==> config.mk <==
export PLATFORM = sky130hd
export DESIGN_NAME = spi_bus_arbiter
export DESIGN_NICKNAME = d
export VERILOG_FILES = /design/src/rtl/spi_bus_arbiter.sv
export SDC_FILE = /design/constraint.sdc
export NUM_CORES = 1
export LEC_CHECK = 0
export BUFFER_PORTS_ARGS = -buffer_cell sky130_fd_sc_hd__buf_2
export CORE_ASPECT_RATIO = 0.6
export CORE_UTILIZATION = 54
export CTS_CLUSTER_SIZE = 24
export DETAILED_ROUTE_END_ITERATION = 8
export PLACE_DENSITY = 0.79
export SYNTH_ARGS = -nofsm -noshare
export SYNTH_HDL_FRONTEND = slang
export SYNTH_SLANG_ARGS = --single-unit
==> constraint.sdc <==
create_clock -name clk -period 2.8 [get_ports clk]
set_input_delay 0.28 -clock clk [delete_from_list [all_inputs] [get_ports clk]]
set_output_delay 0.28 -clock clk [all_outputs]
set_load 0.02 [all_outputs]
==> src/rtl/spi_bus_arbiter.sv <==
// Two-master round-robin arbiter and SPI frame sequencer for the shared RAM/ROM bus.
// One 84-cycle frame per grant; SPI pins are registered from the current phase.
//
// state    | meaning
// ST_IDLE  | ph = 0, arbitrating on every edge
// ST_FRAME | ph = 1..83, shifting one frame out/in
module spi_bus_arbiter (
  input  logic        clk,
  input  logic        rst_n,
  input  logic        req0,
  input  logic        req1,
  input  logic [15:0] addr0,
  input  logic [15:0] addr1,
  input  logic        rnw0,
  input  logic        rnw1,
  input  logic [15:0] wdata0,
  input  logic [15:0] wdata1,
  output logic        ack0,
  output logic        ack1,
  output logic [15:0] rdata,
  output logic        busy,
  output logic        spi_cs0,
  output logic        spi_cs1,
  output logic        spi_clk,
  output logic        spi_mosi,
  input  logic        spi_miso
);

  typedef enum logic {ST_IDLE, ST_FRAME} state_t;

  localparam logic [6:0] PH_LAST = 7'd83;

  state_t      r_state;
  logic [6:0]  r_ph;
  logic        r_gnt;
  logic        r_last;
  logic        r_sel;
  logic        r_rnw;
  logic [14:0] r_addr_sh;
  logic [15:0] r_wdata_sh;
  logic [15:0] r_rd_sh;

  logic        w_elig0;
  logic        w_elig1;
  logic        w_win;
  logic        w_grant;
  logic [15:0] w_addr_sel;
  logic [15:0] w_wdata_sel;
  logic        w_rnw_sel;
  logic        w_active;
  logic        w_cs0_nxt;
  logic        w_cs1_nxt;
  logic        w_clk_nxt;
  logic        w_mosi_nxt;

  // A master whose ack is high this cycle sits out, so the other one gets the next frame.
  assign w_elig0     = req0 & ~ack0;
  assign w_elig1     = req1 & ~ack1;
  assign w_win       = (w_elig0 & w_elig1) ? ~r_last : w_elig1;
  assign w_grant     = (r_state == ST_IDLE) & (w_elig0 | w_elig1);
  assign w_addr_sel  = w_win ? addr1 : addr0;
  assign w_wdata_sel = w_win ? wdata1 : wdata0;
  assign w_rnw_sel   = w_win ? rnw1 : rnw0;

  assign w_active  = (r_ph >= 7'd2);
  assign w_cs0_nxt = w_active ? r_sel : 1'b1;
  assign w_cs1_nxt = w_active ? ~r_sel : 1'b1;
  assign w_clk_nxt = (r_ph >= 7'd2 && r_ph <= 7'd81) ? r_ph[0] : 1'b0;

  always_comb begin
    w_mosi_nxt = 1'b0;
    if (r_ph >= 7'd14 && r_ph <= 7'd15)
      w_mosi_nxt = 1'b1;
    else if (r_ph >= 7'd16 && r_ph <= 7'd17)
      w_mosi_nxt = r_rnw;
    else if (r_ph >= 7'd18 && r_ph <= 7'd47)
      w_mosi_nxt = r_addr_sh[0];
    else if (r_ph >= 7'd50 && r_ph <= 7'd81)
      w_mosi_nxt = ~r_rnw & r_wdata_sh[0];
  end

  always_ff @(posedge clk or negedge rst_n) begin
    if (!rst_n) begin
      r_state    <= ST_IDLE;
      r_ph       <= 7'd0;
      r_gnt      <= 1'b0;
      r_last     <= 1'b1;
      r_sel      <= 1'b0;
      r_rnw      <= 1'b0;
      r_addr_sh  <= 15'd0;
      r_wdata_sh <= 16'd0;
      r_rd_sh    <= 16'd0;
      ack0       <= 1'b0;
      ack1       <= 1'b0;
      rdata      <= 16'd0;
      busy       <= 1'b0;
      spi_cs0    <= 1'b1;
      spi_cs1    <= 1'b1;
      spi_clk    <= 1'b0;
      spi_mosi   <= 1'b0;
    end else begin
      ack0     <= 1'b0;
      ack1     <= 1'b0;
      spi_cs0  <= w_cs0_nxt;
      spi_cs1  <= w_cs1_nxt;
      spi_clk  <= w_clk_nxt;
      spi_mosi <= w_mosi_nxt;
      case (r_state)
        ST_IDLE: begin
          if (w_grant) begin
            r_state    <= ST_FRAME;
            r_ph       <= 7'd1;
            busy       <= 1'b1;
            r_gnt      <= w_win;
            r_last     <= w_win;
            r_sel      <= w_addr_sel[15];
            r_addr_sh  <= w_addr_sel[14:0];
            r_wdata_sh <= w_wdata_sel;
            r_rnw      <= w_rnw_sel;
          end
        end
        ST_FRAME: begin
          // Each serial bit is held for an even/odd phase pair; advance after the odd one.
          if (r_ph[0] && r_ph >= 7'd19 && r_ph <= 7'd47)
            r_addr_sh <= {1'b0, r_addr_sh[14:1]};
          if (r_ph[0] && r_ph >= 7'd51 && r_ph <= 7'd81)
            r_wdata_sh <= {1'b0, r_wdata_sh[15:1]};
          if (!r_ph[0] && r_ph >= 7'd52 && r_ph <= 7'd82)
            r_rd_sh <= {spi_miso, r_rd_sh[15:1]};
          if (r_ph == PH_LAST) begin
            r_state <= ST_IDLE;
            r_ph    <= 7'd0;
            busy    <= 1'b0;
            if (r_gnt)
              ack1 <= 1'b1;
            else
              ack0 <= 1'b1;
            if (r_rnw)
              rdata <= r_rd_sh;
          end else begin
            r_ph <= r_ph + 7'd1;
          end
        end
      endcase
    end
  end

endmodule

==> results.json <==
{
  "p_leak_uw": 0.00244,
  "drt-wirelength-per-cell_um": 16.8,
  "die_h_um": 70.8,
  "rsz0062_at_grt": "no",
  "synth_cell_types": 50,
  "holdWs_ps": 122,
  "clk_path_buf_depth": 2,
  "seq_area_frac_synth_pct": 48.3,
  "cts-buffers-inserted": 9,
  "drcViolationCount": 0,
  "synth-seq-cells": 82,
  "power.clock.fraction_pct": 24.4,
  "p_switching_uw": 1910,
  "port_buffers": 93,
  "clock.fmax_mhz": 400,
  "power.internal_uw": 3340,
  "syn_to_final_growth_pct": 20.2,
  "final_cell_area_um2": 5120,
  "dr.first_iter.drc_count": 225,
  "pwr-share-comb_pct": 39.7,
  "drv_slew": 0,
  "end_kind": "flip-flop",
  "fin_worst_skew_ps": 6.98,
  "dieArea_um2": 8260,
  "clkSinkCount": 82,
  "slowest_delay_ps": 590,
  "clock_latency_ps": 340,
  "vias": 3491,
  "place_area_um2": 4790,
  "max-vdd-ir-drop_mv": 0.480,
  "path_max_fanout": 16,
  "reg2reg_to": "rdata[2]",
  "firstDrtPassIters": 4,
  "worstPathRequired_ps": 3020,
  "synthCells": 399,
  "critPathTopFamily": "simple AND/OR/NAND/NOR gates",
  "power.density_nw_per_um2": 1030,
  "grt_pass1_wl_um": 16800,
  "drive_above_1_share_pct": 38.0,
  "cts_tree": "yes",
  "routed_via_density": 5.91,
  "setup_tns_ps": 0,
  "ant_nets": 0,
  "cts_max_level": 3,
  "finalPower_uw": 5250,
  "syn_area_per_cell_um2": 10.7,
  "routed_wirelength_um": 9940,
  "synthArstFlopShare_pct": 100,
  "grt_util_all_layers_pct": 26.5,
  "critPathSlowestCell": "dfrtp_1",
  "cp_cell_sequence": "ha_1, and4b_1, and2_2, nand3_2, mux2_1",
  "yosys_warnings": 0,
  "met1_length_um": 4700,
  "dp_hpwl_um": 6830,
  "antenna_found_initial": 0,
  "rrSetupSlack_ps": 300,
  "cts_setup_buffers": 0,
  "core_area_um2": 7450,
  "final_hold_viol_count": 0,
  "start_kind": "flip-flop",
  "grt_overflow": 0,
  "slew_headroom_pct": 32.6,
  "maxUsedRoutingLayer": "met4",
  "core.rowCount": 24,
  "finalCriticalPeriod_ps": 2500,
  "post_cts_resized": 0,
  "seq_power_share_pct": 35.9,
  "met3_length_um": 689,
  "worst_pin_slew_ps": 1010,
  "hold_class": "in -> async",
  "synth_edf_count": 0,
  "arrival_ps": 2720,
  "clockRootBuffer": "clkbuf_16",
  "grt_max_degree": 83,
  "die_w_um": 117,
  "finalNetCount": 556,
  "route.met2.wl_um": 4450,
  "pin_count": 94,
  "grt_pass1_vias": 3344,
  "drv_cap": 0,
  "routabilityCongestion": 0.857,
  "r2r-start": "r_ph[1]",
  "final.period_utilization_pct": 89.2,
  "path_clk_slew_ps": 60,
  "ff2ff_path_depth": 5,
  "status": "finished clean",
  "switching_share_pct": 36.4,
  "ctsHoldBuffers": 0,
  "synth-main-ff-cell": "dfrtp_1",
  "setup_violations": 0,
  "synth_nets": 473,
  "syn_area_um2": 4260,
  "crit_type": "reg -> reg",
  "start_util_pct": 57.2,
  "antennaDiodeCount": 0,
  "crit_buf_inv": 0
}
## synthesized netlist by cell type, types with 2 or more instances
master	count	area [um^2]
nand3_2	2	20.0
nand2_1	12	45.0
a21boi_0	2	15.0
o21a_1	2	15.0
a21oi_1	8	40.0
mux2_4	10	150
a31oi_1	30	188
nor2b_1	3	18.8
nand3_1	35	175
ha_1	3	37.5
nand4_1	3	18.8
nand2b_1	4	25.0
buf_6	3	33.8
clkbuf_1	24	90.1
nor4_1	2	12.5
buf_2	4	20.0
nand3b_1	2	15.0
and3_1	4	25.0
dfrtp_1	79	1980
mux2_1	11	124
and3b_1	2	17.5
inv_1	5	18.8
a211oi_1	2	15.0
nor2_1	33	124
o21ai_0	40	200
o2111ai_1	2	17.5
dfstp_2	3	78.8
mux2_2	41	462
mux2i_1	5	50.1
nor3_1	2	10.0
and4b_1	2	20.0
## sequential cells by signal (all words and copies together) (netlist names)
register,flops
ack0,1
ack1,1
busy,1
r_addr_sh,15
r_gnt,1
r_last,1
r_ph,7
r_rd_sh,16
r_rnw,1
r_sel,1
r_state,1
r_wdata_sh,16
rdata,16
spi_clk,1
spi_cs0,1
spi_cs1,1
spi_mosi,1
## placed cells by master, fill, tap and decap left out, types with 3 or more instances in the layout
cell	count
a21oi_1	8
o21ai_0	40
nand4_1	3
mux2_2	41
dfstp_2	3
ha_1	3
clkbuf_16	9
mux2_4	10
mux2i_1	5
mux2_1	11
buf_4	12
dfrtp_1	79
nand3_1	35
and3_1	4
a31oi_1	30
clkinvlp_4	4
inv_1	5
buf_2	92
nor2_1	33
nand2_1	12
nand2b_1	4
## how the worst max path moves through the flow
stage	slack (ps)	end	depth (start not counted)	startpoint
2_1_floorplan	700	rdata[2]	6	r_ph[1]
3_3_place_gp	410	rdata[2]	5	r_ph[1]
3_5_place_dp	350	rdata[2]	5	r_ph[1]
4_1_cts	330	rdata[2]	5	r_ph[1]
5_1_grt	150	rdata[2]	5	r_ph[1]
6_report	300	rdata[2]	5	r_ph[1]
## worst reg2reg max path, cell delays in order, from the launching register on
cell	delay, ps
dfrtp_1	590
ha_1	410
and4b_1	330
and2_2	230
nand3_2	380
mux2_1	450
## per-layer routing
layer	global-route usage (%)	up-vias
met5	0	-
met4	6.19	0
met3	7.46	13
met2	38.6	134
met1	39.3	1718
li1	-	1626
## stage by stage
stage	worst slack [ps]	instances	utilization, %
after floorplan	702	399	-
after global placement	413	575	64.3
after detailed placement	354	575	64.3
after CTS	327	591	68.7
after global routing	146	591	68.7
final	301	591	68.7
## power groups by stage
stage,logic (uW),clock network (uW),registers (uW)
floorplan,1670,0,1790
global placement,2020,0,1880
detailed placement,2070,0,1890
CTS,2090,1300,1880
global route,2310,1350,1940
finish,2090,1280,1890
## kinds of logic (layout without fill, tap and decap cells)
kind of cell	after synthesis	count (layout)	synth area share, %
AOI/OAI and AO/OA	101	101	15.5
and+or+nand+nor	108	108	12.8
adders and majority gates	3	3	0.882
muxes	67	67	18.5
DFF	82	82	48.3
buffers and inverters	38	126	4.08
## area by class of cell
| type | count | area [um^2] |
|---|---|---|
| clock buffer | 10 | 239 |
| fill | 576 | 2330 |
| sequential | 82 | 2060 |
| inverter | 6 | 22.5 |
| multi-input combinational | 279 | 2030 |
| tap | 104 | 130 |
| clock inverter | 6 | 90.1 |
| timing repair buffer | 104 | 551 |
Note: power is estimated with default switching activity, not from simulation.
